### src/rtl/mux_scan_sequencer.sv
// Scan sequencer for the bit-select mux datapath.
// It steps mux_sel through a latched channel range and waits a settle time on each channel.
// It then samples the returned bit into a capture word, offered on a valid/ready handshake.
module mux_scan_sequencer #(
  parameter int WIDTH     = 32,
  parameter int LOG_WIDTH = 5,
  parameter int DWELL_W   = 8
) (
  input  logic                 wb_clk_i,
  input  logic                 wb_rst_i,
  input  logic                 start,
  input  logic                 abort,
  input  logic [LOG_WIDTH-1:0] first_sel,
  input  logic [LOG_WIDTH-1:0] last_sel,
  input  logic [DWELL_W-1:0]   dwell,
  output logic [LOG_WIDTH-1:0] mux_sel,
  input  logic                 mux_out,
  output logic                 busy,
  output logic [WIDTH-1:0]     cap_data,
  output logic                 cap_valid,
  input  logic                 cap_ready,
  output logic                 err
);

  typedef enum logic [1:0] {
    IDLE,
    SETTLE,
    SAMPLE,
    DONE
  } state_t;

  state_t               state;
  logic [LOG_WIDTH-1:0] last_q;
  logic [DWELL_W-1:0]   dwell_q;
  logic [DWELL_W-1:0]   cnt;

  // Scan state machine: every output is a register updated here.
  // Abort outside IDLE takes priority over every other transition, including the DONE handshake.
  always_ff @(posedge wb_clk_i or posedge wb_rst_i) begin
    if (wb_rst_i) begin
      state     <= IDLE;
      last_q    <= '0;
      dwell_q   <= '0;
      cnt       <= '0;
      mux_sel   <= '0;
      cap_data  <= '0;
      cap_valid <= 1'b0;
      busy      <= 1'b0;
      err       <= 1'b0;
    end else begin
      err <= 1'b0;
      if (abort && (state != IDLE)) begin
        state     <= IDLE;
        busy      <= 1'b0;
        cap_valid <= 1'b0;
        cap_data  <= '0;
      end else begin
        case (state)
          IDLE: begin
            if (!abort && start) begin
              if (first_sel <= last_sel) begin
                last_q   <= last_sel;
                dwell_q  <= dwell;
                mux_sel  <= first_sel;
                cnt      <= dwell;
                cap_data <= '0;
                busy     <= 1'b1;
                state    <= SETTLE;
              end else begin
                err <= 1'b1;
              end
            end
          end
          SETTLE: begin
            if (cnt == '0) begin
              state <= SAMPLE;
            end else begin
              cnt <= cnt - 1'b1;
            end
          end
          SAMPLE: begin
            for (int k = 0; k < WIDTH; k++) begin
              if (mux_sel == LOG_WIDTH'(k)) begin
                cap_data[k] <= mux_out;
              end
            end
            if (mux_sel == last_q) begin
              cap_valid <= 1'b1;
              state     <= DONE;
            end else begin
              mux_sel <= mux_sel + 1'b1;
              cnt     <= dwell_q;
              state   <= SETTLE;
            end
          end
          DONE: begin
            if (cap_ready) begin
              cap_valid <= 1'b0;
              busy      <= 1'b0;
              state     <= IDLE;
            end
          end
          default: begin
            state <= IDLE;
            busy  <= 1'b0;
          end
        endcase
      end
    end
  end

endmodule

### config.mk
export PLATFORM = sky130hd
export DESIGN_NAME = mux_scan_sequencer
export DESIGN_NICKNAME = d
export VERILOG_FILES = /design/src/rtl/mux_scan_sequencer.sv
export SDC_FILE = /design/constraint.sdc
export NUM_CORES = 1
export LEC_CHECK = 0
export BUFFER_PORTS_ARGS = -buffer_cell sky130_fd_sc_hd__buf_4
export CAP_MARGIN = 20
export CORE_UTILIZATION = 40
export DETAILED_ROUTE_END_ITERATION = 8
export HOLD_SLACK_MARGIN = 0.03
export PLACE_DENSITY = 0.61
export SLEW_MARGIN = 0
export SYNTH_ARGS = -nofsm -noshare
export SYNTH_HDL_FRONTEND = slang
export SYNTH_SLANG_ARGS = --single-unit
### constraint.sdc
create_clock -name wb_clk_i -period 5.48 [get_ports wb_clk_i]
set_input_delay 0.822 -clock wb_clk_i [delete_from_list [all_inputs] [get_ports wb_clk_i]]
set_output_delay 0.822 -clock wb_clk_i [all_outputs]
set_load 0.02 [all_outputs]
After elaboration in Yosys (flattened, before gate mapping)
Cells that the tools add are included.

Register bits: 63. Input bits: 24. Output and inout bits: 40. Logic and storage cells: 234.

$add $sub $neg: 2. Order comparisons: 1. Eq/ne operators: 76. Muxes and demuxes: 64. Bitwise gates (word level): 1. Reduce and logical (&&, ||, !) cells: 50.

Operator list (number): $reduce_and A4 Y1 (35); $ne A3 B3 Y1 const B (37); $mux W32 (3); $eq A5 B5 Y1 const B (16); $pmux W32 S2 (1); $mux W1 (42); $eq A5 B4 Y1 const B (8); $mux W8 (4); $pmux W8 S3 (1); $eq A5 B3 Y1 const B (4); $mux W5 (3); $mux W2 (6); $reduce_bool A3 Y1 (4); $eq A5 B2 Y1 const B (2); $pmux W5 S2 (1); $logic_not A8 Y1 (1); $ne A2 B2 Y1 const B (4); $pmux W2 S4 (1); $sub A8 B1 Y8 const B (1); $reduce_and A6 Y1 (1); $add A5 B1 Y5 const B (1); $eq A5 B1 Y1 const B (1); $eq A5 B5 Y1 (1); $le A5 B5 Y1 (1); other kinds (11) (15).

Longest topological paths before layout
Word-level depth: 5. Gate-level depth with buffers: 9. Gate-level depth less buffers: 7.

Worst setup path after synthesis
Ideal clock, no wire load.

Kind: in2reg. From: input port last_sel[4]. To: register cap_data[10]. Library setup time: 74 ps. Arrival time: 2472 ps. Required time: 5406 ps. Slack: 2934 ps. Stages on the path: 8. Buffers on the path: 1. Cell sequence: inv_1 ha_1 nand2_1 o31ai_2 a21oi_2 or4b_4 buf_6 o21ai_2.

Word-level cells in the longest chain between the ends: 3.

Ends and longest elaborated chain: start, declared (RTL line 14) `input logic [LOG_WIDTH-1:0] last_sel,`; $le A5 B5 Y1 (RTL line 61) `if (first_sel <= last_sel) begin`; $ne A3 B3 Y1 (no line); $reduce_and A4 Y1 (no line); end signal, assigned by index (RTL line 84) `cap_data[k] <= mux_out;`; end, declared (RTL line 19) `output logic [WIDTH-1:0] cap_data,`.

Every way passes these cells. A chain may end at the register's enable or synchronous reset.

Final worst setup path
From: register state[0]. To: register cap_data[6].

Word-level cells in the longest chain between the ends: 4. Elaborated cells between the ends (all ways): 11. Classes of those cells: eq/ne (4); mux (2); reduce/logical (5).

Ends and longest elaborated chain: start, declared (RTL line 32) `state_t state;`; start signal, assigned (RTL line 41) `state <= IDLE;`; start signal, assigned (RTL line 53) `state <= IDLE;`; start signal, assigned (RTL line 68) `state <= SETTLE;`; $reduce_bool A2 Y1 (RTL line 52) `if (abort && (state != IDLE)) begin`; $logic_and A1 B1 Y1 (RTL line 52); $ne A3 B3 Y1 (no line) or $reduce_bool A3 Y1 (tied branches); $reduce_and A4 Y1 (no line).

Parallel ways exist; a longest one is shown, timed or not.

==> flow_metrics.tcl <==
set metrics [dict create \
    r2r-end "cap_data[6]" \
    synth-warning-count 0 \
    synthDistinctLibCells 53 \
    synthArstFlopShare 1.00 \
    worstSetupEndpointType "register" \
    tns_ns 0 \
    grt_antenna_before_repair 0 \
    critical_path_buffers_and_inverters 2 \
    cts.hold.buffers_added 0 \
    power.leakage_nw 2.20 \
    clkLatencyLatePin_ns 0.34 \
    hold_worst_path_end "dwell_q[6]" \
    worstHoldPathCells 2 \
    total_die_area_sq_um 10100 \
    min_path_type "reg -> reg" \
    core_sq_um 9330 \
    insertedDiodeCount 0 \
    floorplan.initialDensity 0.416 \
    viasPerCell 5.28 \
    synth_cells 439 \
    drt_first_iter_violations 135 \
    max_slew_margin 0.266 \
    final-setup-viol-count 0 \
    vias_in_the_first_global_route 3102 \
    yosys_register_bits 63 \
    finClkSkew_ns 0.00779 \
    worst_ep_arrival_time_ns 3.13 \
    mappedNetlistArea_sq_um 3880 \
    port_buffers 63 \
    max_clock_freq_mhz 348 \
    sum_of_overflow_across_all_layers_after_global_routing 0 \
    power-per-cell-area_nw_per_um2 469 \
    yosysTopAreaCell "dfrtp_1" \
    total_power_draw_mw 2.16 \
    detail_route.first_pass.iterations 4 \
    synth_nets 481 \
    ctsLongestPathBuffers 2 \
    worst_ir_drop_vdd_mv 0.208 \
    finalWeightedCongestion 0.821 \
    synth-main-ff-cell "dfrtp_1" \
    floorplan.die.width_um 100 \
    h-tree-depth 3 \
    largest_net_degree_at_the_start_of_global_routing 64 \
    drc 0 \
    yosysSeqAreaShare 0.406 \
    num_rows 35 \
    timing.critical_path.required_ns 5.74 \
    cp_max_stage_cell "or4b_4" \
    setup.worst_path.class "reg -> reg" \
    numClockSinks 63 \
    final.min_clock_period_ns 2.87 \
    routed_wirelength_mm 9.52 \
    place.detailed.hpwl_mm 6.35 \
    cap_viol_max_count 0 \
    die_height_um 100 \
    ctsResizeCount 0 \
    synth_largest_type_area_fraction 0.406 \
    timing.critical_path.max_delay_family "simple AND/OR/NAND/NOR gates" \
    synth_most_common_cell "nand2_1" \
    synth.top_cells.by_area "dfrtp_1 (41%), nand2_1 (7.4%), o31ai_1 (6.4%)" \
    crit-reg2reg-launch "state[0]" \
    worstMarginPinSlew_ns 1.10 \
    worstPathCellList "inv_1 > ha_1 > nand2_1 > buf_4 > or4b_4 > o21ai_0" \
    fin_util 0.494 \
    cts_root_buf "clkbuf_8" \
    period_share 0.524 \
    routedWlPerCell_um 15.4 \
    status "complete, no violations" \
    n_fill_cell 925 \
    setup.worst_path.start_class "register" \
    detailroute.via_count 3256 \
    finalMaxSlewViolations 0 \
    hold_violations 0 \
    cts.reportedPaths.clkPinSlew_ns 0.07 \
    tritoncts "built" \
    internal_reg_to_reg_setup_slack_ns 2.61 \
    cts_inserted_buffers 9 \
    drive_above_1_share 0.234 \
    timing.critical_path.fanout_max 33 \
    syn_area_per_cell_sq_um 8.84 \
    io_pins 64 \
    final_net_count 526 \
    final_design_area_no_fill_sq_um 4610 \
    flow.area_growth_from_synthesis_pct 18.9 \
    rsz0062_at_grt "false" \
    placed_area_sq_um 4380 \
    postCtsSetupBuffers 0 \
    antenna_left 0 \
    grt_pass1_wl_mm 15.9 \
    global_route.usage.total 0.202 \
    worstHoldStart "dwell_q[6]" \
    crit_path_max_incr_delay_ns 0.77 \
    synth.top_cells.by_count "nand2_1 (76), dfrtp_1 (63), a21oi_1 (38)" \
    rr_worst_depth 6 \
    synth_edf_count 0 \
]
-- state kept, by name, indices dropped and copies added (netlist names) --
register and cells:
cap_data 32, cnt 8, dwell_q 8, last_q 5, mux_sel 5, state 2
busy 1, cap_valid 1, err 1
-- cell families (layout without fill, tap and decap cells) --
group	count (synthesis)	count (layout)	synth area share
fa+ha+maj	18	18	0.0581
compound gates	139	139	0.245
flops	63	63	0.406
simple gates	138	138	0.168
buf+inv	58	107	0.0645
xor+xnor	8	8	0.0181
mux	15	15	0.0403
-- area by class of cell --
class | count | area [sq um] | area share
Tap cell | 129 | 161 | 0.0350
Sequential cell | 63 | 1580 | 0.342
Clock inverter | 3 | 42.5 | 0.00922
Clock buffer | 12 | 155 | 0.0336
Timing Repair Buffer | 69 | 538 | 0.117
Inverter | 23 | 86.3 | 0.0187
Multi-Input combinational cell | 318 | 2050 | 0.445
-- worst reg2reg max path, cell delays in order (launching register included) --
cell     delay [ns]
dfrtp_1        0.47
inv_1          0.13
ha_1           0.76
nand2_1        0.12
buf_4          0.29
or4b_4         0.77
o21ai_0        0.25
-- placed cells by master, fill, tap and decap left out, types with 2 or more instances in the layout --
cell type,instances
a21o_1,4
nand3_1,4
a41oi_1,2
buf_4,68
and3_1,2
or3_1,2
xor2_1,7
a22oi_1,4
nand3b_1,4
dfrtp_1,63
clkbuf_8,11
o21ai_0,9
nor3b_1,3
and2_1,4
nor3_1,4
o211ai_1,2
a211oi_1,4
mux2_2,5
nand2_1,76
mux2i_1,10
ha_1,18
nand2b_1,7
nor2b_1,4
a21oi_1,38
o31ai_1,33
nor4_1,2
nor2_1,20
o21ai_1,10
inv_1,22
o21ai_2,20
-- where the power goes --
group | switching, mW | leakage [nW] | internal (mW)
Clock | 0.184 | 0.0985 | 0.232
Combinational | 0.657 | 1.28 | 0.387
Sequential | 0.125 | 0.826 | 0.578
-- per-layer routing --
metal  global-route usage  up-vias  wire length [um]
li1                     -     1627                 -
met1                0.295     1551              4570
met2                0.301       74              4460
met3               0.0444        4               427
met4               0.0535        0                67
met5                    0        -                 0
-- worst max path at each step --
| stage | start | endpoint | cells after the start |
|---|---|---|---|
| after floorplan | last_sel[4] | cap_data[10] | 8 |
| after global placement | first_sel[4] | mux_sel[2] | 8 |
| after detailed placement | last_sel[4] | cap_data[0] | 9 |
| after CTS | state[1] | cap_data[6] | 6 |
| after global routing | state[0] | cap_data[0] | 6 |
| final | state[0] | cap_data[6] | 6 |
-- metrics by stage --
step	setup slack, ns	instances	hold slack (ns)
after CTS	2.48	615	0.480
after floorplan	2.93	439	0.446
final	2.61	617	0.476
after detailed placement	2.33	600	0.462
after global placement	2.37	600	0.457
after global routing	2.43	617	0.515
No activity file was read; power rests on OpenSTA's default activity.
